===== src/rtl/conv_window_feeder_if.sv =====
// conv_window_feeder_if: pixel-stream input and 3x3 window output handshakes of the feeder.
interface conv_window_feeder_if #(parameter int SIZE = 23);
    logic [SIZE-1:0] pix_in;
    logic            pix_valid;
    logic            pix_ready;
    logic [SIZE-1:0] w1, w2, w3, w4, w5, w6, w7, w8, w9;
    logic            win_valid;
    logic            win_ready;
    logic            frame_done;

    modport master (
        input  pix_in, pix_valid, win_ready,
        output pix_ready, w1, w2, w3, w4, w5, w6, w7, w8, w9, win_valid, frame_done
    );

    modport slave (
        output pix_in, pix_valid, win_ready,
        input  pix_ready, w1, w2, w3, w4, w5, w6, w7, w8, w9, win_valid, frame_done
    );
endinterface


===== src/rtl/conv_window_feeder.sv =====
// conv_window_feeder: buffers two image lines and streams 3x3 windows from a raster pixel stream.
// Define CONV_STRIDE2_EN to emit only stride-2 windows.
module conv_window_feeder #(
    parameter int SIZE  = 23,
    parameter int IMG_W = 8,
    parameter int IMG_H = 8
) (
    input logic clk,
    input logic rst,
    conv_window_feeder_if.master bus
);
    localparam int CW = $clog2(IMG_W);
    localparam int RW = $clog2(IMG_H);

    typedef enum logic {S_FILL, S_RUN} state_t;
    state_t state, state_nxt;

    logic [CW-1:0]   col;
    logic [RW-1:0]   row;
    logic [SIZE-1:0] lb0 [IMG_W];
    logic [SIZE-1:0] lb1 [IMG_W];
    logic            accept, col_last, row_last, emit_ok, qual;

    assign bus.pix_ready = !bus.win_valid || bus.win_ready;
    assign accept        = bus.pix_valid && bus.pix_ready;
    assign col_last      = col == CW'(IMG_W - 1);
    assign row_last      = row == RW'(IMG_H - 1);

    always_ff @(posedge clk or posedge rst)
        if (rst) state <= S_FILL;
        else     state <= state_nxt;

    always_comb
        state_nxt = !(accept && col_last) ? state :
                    row == RW'(1)         ? S_RUN :
                    row_last              ? S_FILL : state;

    // S_RUN already implies row >= 2, so only the column gate remains
    always_comb begin
        emit_ok = state == S_RUN;
`ifdef CONV_STRIDE2_EN
        qual = emit_ok && col >= CW'(2) && !row[0] && !col[0];
`else
        qual = emit_ok && col >= CW'(2);
`endif
    end

    always_ff @(posedge clk)
        if (accept) begin
            lb1[col] <= lb0[col];
            lb0[col] <= bus.pix_in;
        end

    always_ff @(posedge clk or posedge rst)
        if (rst) begin
            {bus.w1, bus.w2, bus.w3} <= '0;
            {bus.w4, bus.w5, bus.w6} <= '0;
            {bus.w7, bus.w8, bus.w9} <= '0;
            bus.win_valid  <= 1'b0;
            bus.frame_done <= 1'b0;
            row <= '0;
            col <= '0;
        end else begin
            bus.frame_done <= accept && col_last && row_last;
            bus.win_valid  <= accept ? qual : bus.win_valid && !bus.win_ready;
            if (accept) begin
                {bus.w1, bus.w2, bus.w3} <= {bus.w2, bus.w3, lb1[col]};
                {bus.w4, bus.w5, bus.w6} <= {bus.w5, bus.w6, lb0[col]};
                {bus.w7, bus.w8, bus.w9} <= {bus.w8, bus.w9, bus.pix_in};
                col <= col_last ? '0 : col + CW'(1);
                if (col_last) row <= row_last ? '0 : row + RW'(1);
            end
        end
endmodule


===== src/flat_wrapper.sv =====
// flat-port wrapper written by rule: the top's interface ports become plain ports
module conv_window_feeder_flat 
#(
    parameter int SIZE  = 23,
    parameter int IMG_W = 8,
    parameter int IMG_H = 8
)
  (clk, rst, bus_pix_in, bus_pix_valid, bus_win_ready, bus_pix_ready, bus_w1, bus_w2, bus_w3, bus_w4, bus_w5, bus_w6, bus_w7, bus_w8, bus_w9, bus_win_valid, bus_frame_done);
  conv_window_feeder_if #(.SIZE(SIZE)) bus_i ();
  input logic clk;
  input logic rst;
  input wire logic [$bits(bus_i.pix_in)-1:0] bus_pix_in;
  input wire logic [$bits(bus_i.pix_valid)-1:0] bus_pix_valid;
  input wire logic [$bits(bus_i.win_ready)-1:0] bus_win_ready;
  output wire logic [$bits(bus_i.pix_ready)-1:0] bus_pix_ready;
  output wire logic [$bits(bus_i.w1)-1:0] bus_w1;
  output wire logic [$bits(bus_i.w2)-1:0] bus_w2;
  output wire logic [$bits(bus_i.w3)-1:0] bus_w3;
  output wire logic [$bits(bus_i.w4)-1:0] bus_w4;
  output wire logic [$bits(bus_i.w5)-1:0] bus_w5;
  output wire logic [$bits(bus_i.w6)-1:0] bus_w6;
  output wire logic [$bits(bus_i.w7)-1:0] bus_w7;
  output wire logic [$bits(bus_i.w8)-1:0] bus_w8;
  output wire logic [$bits(bus_i.w9)-1:0] bus_w9;
  output wire logic [$bits(bus_i.win_valid)-1:0] bus_win_valid;
  output wire logic [$bits(bus_i.frame_done)-1:0] bus_frame_done;
  assign bus_i.pix_in = bus_pix_in;
  assign bus_i.pix_valid = bus_pix_valid;
  assign bus_i.win_ready = bus_win_ready;
  assign bus_pix_ready = bus_i.pix_ready;
  assign bus_w1 = bus_i.w1;
  assign bus_w2 = bus_i.w2;
  assign bus_w3 = bus_i.w3;
  assign bus_w4 = bus_i.w4;
  assign bus_w5 = bus_i.w5;
  assign bus_w6 = bus_i.w6;
  assign bus_w7 = bus_i.w7;
  assign bus_w8 = bus_i.w8;
  assign bus_w9 = bus_i.w9;
  assign bus_win_valid = bus_i.win_valid;
  assign bus_frame_done = bus_i.frame_done;
  conv_window_feeder #(.SIZE(SIZE), .IMG_W(IMG_W), .IMG_H(IMG_H)) u_core (.clk(clk), .rst(rst), .bus(bus_i));
endmodule

===== config.mk =====
export PLATFORM = sky130hd
export DESIGN_NAME = conv_window_feeder_flat
export DESIGN_NICKNAME = d
export VERILOG_FILES = /design/src/rtl/conv_window_feeder_if.sv /design/src/rtl/conv_window_feeder.sv /design/src/flat_wrapper.sv
export SDC_FILE = /design/constraint.sdc
export NUM_CORES = 1
export LEC_CHECK = 0
export CAP_MARGIN = 20
export CORE_MARGIN = 10
export CORE_UTILIZATION = 61
export DETAILED_ROUTE_END_ITERATION = 12
export HOLD_SLACK_MARGIN = 0.15
export PLACE_DENSITY = 0.91
export SETUP_SLACK_MARGIN = 0.15
export SLEW_MARGIN = 20
export SYNTH_ARGS = -nofsm -noshare
export SYNTH_HDL_FRONTEND = slang
export SYNTH_SLANG_ARGS = --single-unit
export TNS_END_PERCENT = 5

===== constraint.sdc =====
create_clock -name clk -period 17.66 [get_ports clk]
set_clock_uncertainty 0.05 [all_clocks]
set_input_delay 2.649 -clock clk [delete_from_list [all_inputs] [get_ports clk]]
set_output_delay 2.649 -clock clk [all_outputs]
set_load 0.02 [all_outputs]

# Word level (Yosys, flattened, before mapping)
# Memory sizes are Yosys's and may differ from the RTL's. A register that Yosys moved wholly into a read port is not among the register bits.
# Cells that the tools add are included.
[word_totals] register_bits=193 mem_bits_rw=368 inputBits=27 elab_cells=39 memories=2
[mem_list] memory="u_core.lb0" words=8 word_bits=23 read_ports=1 rd_clocked_by_memory_dff=0 write_ports=1 line_no="conv_window_feeder.sv:20" text="logic [SIZE-1:0] lb0 [IMG_W];"
[mem_list] memory="u_core.lb1" words=8 word_bits=23 read_ports=1 rd_clocked_by_memory_dff=1 write_ports=1 line_no="conv_window_feeder.sv:21" text="logic [SIZE-1:0] lb1 [IMG_W];"
[classes] n_addsub=2 n_lt_le_gt_ge=1 n_eq_ne=3 n_mux=7 n_reduce_logical=11
[op_table] op="adder 3 x 1 -> 3 bit, second input constant" count=2
[op_table] op="equality test 3 bit, second input constant" count=2
[op_table] op="two-way mux 3 bit" count=2
[op_table] op="logical AND 1 bit" count=5
[op_table] op="two-way mux 1 bit" count=5
[op_table] op="AND reduction 2 bit" count=2
[op_table] op="equality test 3 x 1 -> 1 bit, second input constant" count=1
[op_table] op=">= comparator 3 x 2 -> 1 bit, second input constant" count=1
[op_table] op="logical NOT 1 bit" count=2
[op_table] op="nonzero test 2 bit" count=1
[op_table] op="logical OR 1 bit" count=1

# Longest topological paths before layout
# Gate-level depths: netlist of run 1.
[logic_depth] ltp_word=5 depth_mapped=8 ltp_nobuf=5

# Worst setup path before layout of run 1
# No wires, ideal clock.
[synth_path] kind="input -> register" start="input bus_win_ready" end="memory u_core.lb0[2][0] (enable)" t_arrival_ns=6.707 setup_slack_ns=10.387 cell_stages=4 path_buffers=1 cell_sequence="nand2b_1 nand2_1 clkbuf_1 nor3b_1"
[synth_via] elab_chain_len=4
[synth_lines] element="start, declared" line_no="flat_wrapper.sv:14" text="input wire logic [$bits(bus_i.win_ready)-1:0] bus_win_ready;"
[synth_lines] element="logical OR 1 bit" line_no="conv_window_feeder.sv:24" text="assign bus.pix_ready = !bus.win_valid || bus.win_ready;"
[synth_lines] element="logical AND 1 bit" line_no="conv_window_feeder.sv:25" text="assign accept = bus.pix_valid && bus.pix_ready;"
[synth_lines] element="two-way mux 1 bit" line_no="conv_window_feeder.sv:49" text="if (accept) begin"
[synth_lines] element="two-way mux 1 bit (implied by the code)" line_no="conv_window_feeder.sv:51" text="lb0[col] <= bus.pix_in;"
[synth_lines] element="end, declared" line_no="conv_window_feeder.sv:20"
# Every way passes these cells.

# Worst setup path after layout of run 1
[layout_path] start="input bus_win_ready" end="output bus_pix_ready"
[layout_via] elab_chain_len=1
[layout_lines] element="logical OR 1 bit" line_no="conv_window_feeder.sv:24"
[layout_lines] element="end, declared" line_no="flat_wrapper.sv:15" text="output wire logic [$bits(bus_i.pix_ready)-1:0] bus_pix_ready;"
# Every way passes these cells.

==> impl_metrics.toml, run 1 <==
[global_route]
grt_overflow_total = 0
grt_pass1_wl_um = 91900
gr-usage-all-layers_pct = 27.1
grt_max_degree = 130
grt_pass1_vias = 14929
antenna_found_initial = 2

[clock_network]
cts_setup_buffers = 0
cts_max_path_buffers = 3
ctsHoldBuffers = 0
htree_levels = 2
cts_tree = "yes"
cts.reportedPaths.clkPinSlew_ns = 0.06
ctsResizeCount = 0
cts-buffers-inserted = 55
clock-sinks = 584
insertion_delay_ns = 0.58
cts_root_buf = "clkbuf_16"

[sta]
fin_crit_ns = 6.71
slew-limit-headroom_pct = 22.1
min_period_over_period_pct = 38.0
slew_violations = 0
clock.fmax_mhz = 149
tns_ns = 0
setup_violations = 0
setup_slack_ns = 10.95
hold_viol = 0
rsz0062_at_grt = "false"
worst-slew-pin-transition_ns = 1.17

[synth]
yosysUniqueCellTypes = 43
synth.avg_cell_area_um2 = 14.4
synth_edf_count = 368
synthCells = 1550
synth_area_mm2 = 0.0223
synth_ff_type = "edfxtp_1"
async_flop_share_pct = 37.0
ys_warn_count = 0
syn-num-nets = 1582
synth_seq_cells = 584
synth-seq-area-share_pct = 73.7

[route]
drtIter0Drc = 1605
vias = 14515
post_drt_via_cell_ratio = 6.36
routedWlPerCell_um = 27.0
drt_first_pass_iters = 7
ant_nets = 0
wirelength_um = 61700
drcViolationCount = 0

[power_and_ir_drop]
net-switching-power_w = 0.00190
power_frac_comb_pct = 35.5
internal_power_w = 0.00337
power_density_mw_per_mm2 = 196
p_leak_nw = 10.6
swShare_pct = 36.0
clock_power_share_pct = 22.7
total_power_w = 0.00527
irDropWorstVdd_uv = 152
p_seq_share_pct = 41.8

[floorplanning]
dieWidth_um = 211
dieHeight_um = 211
start_util_pct = 62.3
ios = 237
coreArea_mm2 = 0.0358
rows = 69
fp.dieArea_mm2 = 0.0446

[critical_path]
required_ns = 14.96
criticalPathCategory = "in -> out"
crit_path_end_kind = "primary output"
cp-start-kind = "input port"
cp_max_fo = 5
arrival_ns = 4.01

[place]
portBuffers = 236
dp.cells = 2178
gp_congestion = 0.813
detailed_place_hpwl_um = 34900
pre_cts_ws_ns = 10.97

[finish]
drive_gt1_share_pct = 12.1
fin_cells = 2283
final_core_util_pct = 75.1
syn2layout_area_growth_pct = 20.6
nets = 1809

[outcome]
status = "finished, final reports clean"

[job]
max_cap_viol_count = 0

[hold_path]
hold_path_class = "reg -> reg"
[logic make-up (layout without fill, tap and decap cells)]
| group | Yosys count | in the layout | synth area share, % |
|---|---|---|---|
| AND/OR/NAND/NOR | 598 | 598 | 10.5 |
| flip-flops | 584 | 584 | 73.7 |
| multiplexers | 145 | 145 | 9.66 |
| AO/OA/AOI/OAI | 126 | 126 | 3.86 |
| buffers and inverters | 92 | 363 | 1.98 |
| adder cells (fa/ha/maj) | 5 | 5 | 0.280 |
| other | 0 | 1 | 0 |
[cell usage in the layout (no fill, tap or decap), drive strengths merged, types with 2 or more instances in the layout]
| master | synthesis | routed |
|---|---|---|
| a221o | 2 | 2 |
| a31oi | 12 | 12 |
| nor2 | 50 | 50 |
| clkbuf | 47 | 73 |
| o21ai | 4 | 4 |
| o2bb2ai | 8 | 8 |
| clkdlybuf4s50 | 0 | 236 |
| mux4 | 42 | 42 |
| and2 | 3 | 3 |
| o22ai | 9 | 9 |
| nand2b | 5 | 5 |
| a21oi | 37 | 37 |
| mux2i | 47 | 47 |
| nor3 | 5 | 5 |
| a22oi | 14 | 14 |
| clkinv | 0 | 21 |
| nand3 | 2 | 2 |
| inv | 4 | 4 |
| and3 | 2 | 2 |
| nor2b | 11 | 11 |
| a21o | 7 | 7 |
| dfrtp | 216 | 216 |
| edfxtp | 368 | 368 |
| ha | 5 | 5 |
| mux2 | 56 | 56 |
| a211oi | 3 | 3 |
| a22o | 13 | 13 |
| or2 | 8 | 8 |
| buf | 41 | 22 |
| bufinv | 0 | 7 |
| o211ai | 7 | 7 |
| a221oi | 6 | 6 |
| nand2 | 509 | 509 |
[worst paths after layout]
path                                          startpoint                            end  slack (ns)  cells past startpoint
setup / recovery                           bus_win_ready                  bus_pix_ready       10.95                      3
hold / removal             u_core.bus.w4[14]$_DFFE_PP0P_  u_core.bus.w4[14]$_DFFE_PP0P_        0.43                      2
setup reg to reg               u_core.col[2]$_DFFE_PP0P_     u_core.lb1[3][0]$_DFFE_PP_       13.97                      4
hold reg to reg            u_core.bus.w4[14]$_DFFE_PP0P_  u_core.bus.w4[14]$_DFFE_PP0P_        0.43                      2
max in group asynchronous                            rst  u_core.bus.w9[19]$_DFFE_PP0P_       13.60                      3
min in group asynchronous                            rst  u_core.bus.w4[22]$_DFFE_PP0P_        2.64                      2
[routing by layer]
metal  vias up  GRT usage (%)  wire (µm)
met3       261           6.04       5850
met5         -              0         27
met1      7195           31.8      20900
met4         4           13.1       3230
li1       5943              -          -
met2      1112           46.5      31600
[stage by stage]
stage / instance area [µm²] / hold slack [ns]
finish: 26900 / 0.429
global route: 26900 / 0.436
CTS: 26900 / 0.426
detailed placement: 25000 / 0.411
global placement: 25000 / 0.406
floorplan: 22300 / 0.409
[cell usage after synthesis, drive strengths merged (12+ instances only)]
cell type | number | share of area (%)
a21oi | 37 | 0.83
a22o | 13 | 0.51
a22oi | 14 | 0.47
a31oi | 12 | 0.34
buf | 41 | 1.1
clkbuf | 47 | 0.79
dfrtp | 216 | 24
edfxtp | 368 | 50
mux2 | 56 | 3.2
mux2i | 47 | 2.1
mux4 | 42 | 4.3
nand2 | 509 | 8.6
nor2 | 50 | 0.84
[power groups by stage]
stage	clock network [W]	registers [W]	logic, W
global route	0.00126	0.00223	0.00197
detailed placement	0	0.00220	0.00180
floorplan	0	0.00235	0.000818
CTS	0.00120	0.00219	0.00186
global placement	0	0.00217	0.00173
finish	0.00120	0.00220	0.00187
[flip-flops by register name, indices dropped and copies added (netlist names)]
| register | flops |
|---|---|
| u_core.bus.frame_done | 1 |
| u_core.bus.w1 | 23 |
| u_core.bus.w2 | 23 |
| u_core.bus.w3 | 23 |
| u_core.bus.w4 | 23 |
| u_core.bus.w5 | 23 |
| u_core.bus.w6 | 23 |
| u_core.bus.w7 | 23 |
| u_core.bus.w8 | 23 |
| u_core.bus.w9 | 23 |
| u_core.bus.win_valid | 1 |
| u_core.col | 3 |
| u_core.emit_ok | 1 |
| u_core.lb0 | 184 |
| u_core.lb1 | 184 |
| u_core.row | 3 |
[cell type report]
cell class	instances	area, µm²
clock buffers	73	1510
flip-flops and latches	584	16500
repair buffers	258	2560
fillers	1808	8910
diodes	1	2.50
clock inverters	28	309
inverters	4	22.5
multi-input cells	874	5470
well taps	461	577
[worst max-delay path, stage by stage]
cell	delay [ns]
clkdlybuf4s50_1	0.45
nand2b_1	0.24
clkdlybuf4s50_1	0.67
No activity file was read; power rests on OpenSTA's default activity.
==> run 2: changes to the inputs <==
CORE_UTILIZATION = 56   (was 61)
PLACE_DENSITY = 0.85   (was 0.91)
clock period = 6.8 ns   (was 17.66 ns; I/O delays follow)
==> run 2 against run 1 <==
Compared with the run above: setup slack worse by 7.6 ns; combinational power grew to 2.6 times the previous value; die area is 8.1% higher; non-clock buffer count is 1 higher; total power grew to 2.6 times the previous value; highest routed layer is now met4; sequential share of layout area is 0.20 points lower; via count is 5.7% lower; hold slack worse by 0.0058 ns; final cell count is 2.8% higher; clock power grew to 2.6 times the previous value; design area is 0.32% higher.
==> impl_metrics.toml, run 2 (same netlist as run 1, synthesis figures left out) <==
[outcome]
status = "finished, final reports clean"

[place]
dp.cells = 2245
portBuffers = 236
placed_area_mm2 = 0.0252
gp_congestion = 0.781
detailed_place_hpwl_um = 34000

[sta]
clock.fmax_mhz = 289
rsz0062_at_grt = "false"
slew_violations = 0
setup_violations = 0
worst-slew-pin-transition_ns = 1.06
min_period_over_period_pct = 50.9
tns_ns = 0
hold_viol = 0
slew-limit-headroom_pct = 29.5
fin_crit_ns = 3.46

[critical_path]
cp-start-kind = "register"
criticalPathCategory = "reg -> reg"
cp_max_fo = 49
required_ns = 6.96
arrival_ns = 3.62
r2r_start = "u_core.col[0]$_DFFE_PP0P_"
rr_worst_depth = 4
path_cells = "buf_4, nor2b_1, and3_2, buf_4"
slowest_stage = "nor2b_1"
crit_start = "u_core.col[0]$_DFFE_PP0P_"
crit_path_end_kind = "register"
cp_common_cell = "buf_4"
crit_path_max_incr_delay_ns = 0.88

[route]
wl_met3_um = 4610
drtIter0Drc = 1541
top_layer_used = "met4"
drt_first_pass_iters = 6
m1WireLength_um = 20700
post_drt_via_cell_ratio = 5.83
vias = 13692
ant_nets = 0
drcViolationCount = 0
wl_met2_um = 28900
wirelength_um = 56500
routedWlPerCell_um = 24.1

[finish]
layout_commonest_cell = "nand2_1"
nets = 1810
largest_registers = "u_core.lb0 x184, u_core.lb1 x184"
finalInstanceArea_mm2 = 0.0270
fin_cells = 2347
drive_gt1_share_pct = 11.6
mostFrequentLayoutCells = "508 x nand2_1, 368 x edfxtp_1, 236 x clkdlybuf4s50_1, 213 x dfrtp_1, 57 x clkbuf_16"
syn2layout_area_growth_pct = 21.0

[clock_network]
cts_setup_buffers = 0
ctsResizeCount = 0
insertion_delay_ns = 0.58
cts_max_path_buffers = 3
cts.reportedPaths.clkPinSlew_ns = 0.06
cts_tree = "yes"
htree_levels = 2
cts_root_buf = "clkbuf_16"
ctsHoldBuffers = 0
clock-sinks = 584
cts-buffers-inserted = 55

[hold_path]
whs_path_depth = 2
holdCritStartpoint = "u_core.bus.w1[5]$_DFFE_PP0P_"
hold_path_class = "reg -> reg"

[floorplanning]
fp.dieArea_mm2 = 0.0482
rows = 73
coreArea_mm2 = 0.0395
start_util_pct = 56.4
dieHeight_um = 220
ios = 237
dieWidth_um = 220

[global_route]
grt_overflow_total = 0
gr-usage-all-layers_pct = 22.9
grt_pass1_wl_um = 84700
grt_pass1_vias = 14062
grt_max_degree = 208
antenna_found_initial = 1

[job]
max_cap_viol_count = 0

[power_and_ir_drop]
total_power_w = 0.0135
irDropWorstVdd_uv = 257
p_leak_nw = 10.6
power_density_mw_per_mm2 = 500
[run 2: cell types whose count changed in the layout (fill, tap and decap cells not counted), sizes merged]
| cell | change |
|---|---|
| clkbuf | +1 |
| clkinv | -4 |
| clkinvlp | +3 |
| buf | +1 |
| inv | -1 |
[run 2: power breakdown]
part / internal [W] / switching (W)
sequential: 0.00496 / 0.000661
combinational: 0.00198 / 0.00280
clock: 0.00184 / 0.00127
total: 0.00878 / 0.00473
[run 2: final timing paths]
| check | slack, ns | end |
|---|---|---|
| hold reg to reg | 0.42 | u_core.bus.w1[5]$_DFFE_PP0P_ |
| min in group asynchronous | 0.72 | u_core.bus.w6[21]$_DFFE_PP0P_ |
| hold / removal | 0.42 | u_core.bus.w1[5]$_DFFE_PP0P_ |
| setup / recovery | 3.34 | u_core.lb0[6][13]$_DFFE_PP_ |
| max in group asynchronous | 4.56 | u_core.col[1]$_DFFE_PP0P_ |
| setup reg to reg | 3.34 | u_core.lb0[6][13]$_DFFE_PP_ |
[run 2: final cells by class]
type                       instances  area [µm²]
fill                            2427       12500
multi-input combinational        874        5470
timing repair buffer             259        2560
clock buffer                      74        1540
sequential                       584       16500
inverter                           4        18.8
tap                              525         657
antenna                            1        2.50
clock inverter                    26         287
[run 2: per-layer routing]
metal,vias to the layer above,GRT usage (%)
li1,5932,-
met1,6893,28.3
met2,732,39.4
met3,135,4.10
met4,0,9.45
met5,-,0
[run 2: through the flow]
stage / util [%] / hold WS [ns] / setup WS, ns
CTS: 68.2 / 0.429 / 3.32
detailed placement: 63.6 / 0.412 / 2.79
global route: 68.3 / 0.451 / 3.22
finish: 68.3 / 0.423 / 3.34
floorplan: - / 0.409 / 1.16
global placement: 63.6 / 0.407 / 2.83
[run 2: worst max-delay path, delay by kind of cell, from the launching register on]
family,cells,cell delay [ns]
simple gates,2,1.57
buf+inv,2,0.86
flops,1,0.56
==> run 3: changes to the inputs <==
CORE_UTILIZATION = 51   (was 56)
PLACE_DENSITY = 0.82   (was 0.85)
clock period = 2.8 ns   (was 6.8 ns; I/O delays follow)
==> run 3 against run 2 <==
Compared with the run above: critical path depth up 1; sequential share of layout area down 1.4 points; clock-buffer cell count up 3; first-iteration DRC count down 13%; non-clock buffer count up 23; fmax up 45%; design area up 2.4%; hold slack worse by 0.14 ns; global-route usage down 2.1 points; total power up 150%; setup slack worse by 2.9 ns; die area up 8.9%; critical endpoint is now u_core.bus.w6[19]$_DFFE_PP0P_; highest routed layer is now met5.
==> impl_metrics.toml, run 3 (same netlist as run 1, synthesis figures left out) <==
[outcome]
status = "finished, final reports clean"

[sta]
holdWs_ns = 0.281
tns_ns = 0
min_period_over_period_pct = 85.2
clock.fmax_mhz = 419
fin_crit_ns = 2.39
slew_violations = 0
rsz0062_at_grt = "false"
hold_viol = 0
worst-slew-pin-transition_ns = 0.747
setup_violations = 0
slew-limit-headroom_pct = 50.0

[clock_network]
ctsResizeCount = 0
htree_levels = 2
cts-buffers-inserted = 56
cts_setup_buffers = 0
cts_tree = "yes"
cts_root_buf = "clkbuf_16"
clock-sinks = 584
cts_max_path_buffers = 3
cts.reportedPaths.clkPinSlew_ns = 0.06
insertion_delay_ns = 0.61
ctsHoldBuffers = 0

[critical_path]
cp_max_fo = 35
crit_path_max_incr_delay_ns = 0.69
crit_path_end_kind = "register"
r2r_start = "u_core.col[1]$_DFFE_PP0P_"
rrSetupSlack_ns = 0.41
crit_family = "flip-flops"
arrival_ns = 2.83
required_ns = 3.24
slowest_stage = "dfrtp_4"
rr_worst_depth = 5
cp_num_buf_inv = 1
path_cells = "buf_12, mux2i_1, o22ai_1, or2_2, mux2_2"
cp-start-kind = "register"
criticalPathCategory = "reg -> reg"
rr_endpoint = "u_core.bus.w6[19]$_DFFE_PP0P_"
crit_start = "u_core.col[1]$_DFFE_PP0P_"

[route]
drcViolationCount = 0
routedWlPerCell_um = 22.8
vias = 13687
post_drt_via_cell_ratio = 5.62
wirelength_um = 55500
drtIter0Drc = 1347
drt_first_pass_iters = 5
ant_nets = 0

[finish]
nets = 1834
multiInputGateArea_mm2 = 0.00550
drive_gt1_share_pct = 13.8
syn2layout_area_growth_pct = 23.9
diodes = 0
fillerInstances = 3001
layout_commonest_cell = "nand2_1"
largest_registers = "u_core.lb0 x184, u_core.lb1 x184"
mostFrequentLayoutCells = "508 x nand2_1, 368 x edfxtp_1, 236 x clkdlybuf4s50_1, 213 x dfrtp_1, 60 x clkbuf_16"
regArea_mm2 = 0.0165

[floorplanning]
start_util_pct = 51.7
ios = 237
fp.dieArea_mm2 = 0.0525
dieHeight_um = 229
dieWidth_um = 229
rows = 76
coreArea_mm2 = 0.0432

[global_route]
gr-usage-all-layers_pct = 20.8
grt_max_degree = 115
grt_pass1_wl_um = 85600
antenna_found_initial = 1
grt_pass1_vias = 14102
grt_overflow_total = 0

[hold_path]
hold_path_class = "in -> async"

[place]
gp_congestion = 0.812
portBuffers = 236
detailed_place_hpwl_um = 35300

[power_and_ir_drop]
irDropWorstVdd_uv = 693
power_density_mw_per_mm2 = 1210
p_leak_nw = 10.9

[job]
max_cap_viol_count = 0
[run 3: cell types whose count changed in the layout (fill, tap and decap cells not counted), sizes merged]
cell | before | now
buf | 23 | 46
inv | 3 | 4
clkbuf | 74 | 77
clkinvlp | 3 | 5
diode | 1 | 0
[run 3: metal layers]
metal | vias up | wire, µm | part of all wire [%] | GRT usage, %
met5 | - | 13 | 0.023 | 0
met2 | 546 | 28800 | 52 | 36.1
met4 | 2 | 1530 | 2.8 | 6.99
met3 | 107 | 3780 | 6.8 | 3.55
li1 | 5987 | - | - | -
met1 | 7045 | 21400 | 39 | 26.1
[run 3: where the power goes]
group / internal, W / switching, W
clock network: 0.00470 / 0.00322
registers: 0.0120 / 0.00155
logic: 0.00509 / 0.00683
total: 0.0218 / 0.0116
[run 3: how the worst max path moves through the flow]
stage,endpoint,slack [ns],cells after the start
2_1_floorplan,u_core.bus.frame_done$_DFF_PP0_,-0.48,1
3_3_place_gp,u_core.lb0[4][7]$_DFFE_PP_,0.34,6
3_5_place_dp,u_core.lb0[4][17]$_DFFE_PP_,0.31,6
5_1_grt,u_core.lb1[2][21]$_DFFE_PP_,0.37,4
4_1_cts,u_core.bus.w6[19]$_DFFE_PP0P_,0.43,5
6_report,u_core.bus.w6[19]$_DFFE_PP0P_,0.41,5
[run 3: cell type report]
class,instances,area share (%)
Clock buffer,77,5.84
Tap cell,585,2.65
Timing Repair Buffer,282,10.7
Clock inverter,29,1.26
Sequential cell,584,59.6
Inverter,4,0.0679
Multi-Input combinational cell,874,19.9
[run 3: stage by stage]
stage | setup WS (ns) | power, W | cells | instance area (µm²) | utilization [%]
2_1_floorplan | -0.482 | 0.0200 | 1550 | 22400 | -
3_3_place_gp | 0.338 | 0.0252 | 2329 | 25700 | 59.5
3_5_place_dp | 0.315 | 0.0256 | 2329 | 25700 | 59.5
4_1_cts | 0.427 | 0.0336 | 2435 | 27600 | 64.0
5_1_grt | 0.372 | 0.0349 | 2435 | 27600 | 64.0
6_report | 0.413 | 0.0334 | 2435 | 27600 | 64.0
[run 3: worst reg2reg max path, cell delays in order (launching register included)]
cell and delay (ns):
dfrtp_4 0.69, buf_12 0.32, mux2i_1 0.35, o22ai_1 0.14
or2_2 0.44, mux2_2 0.30
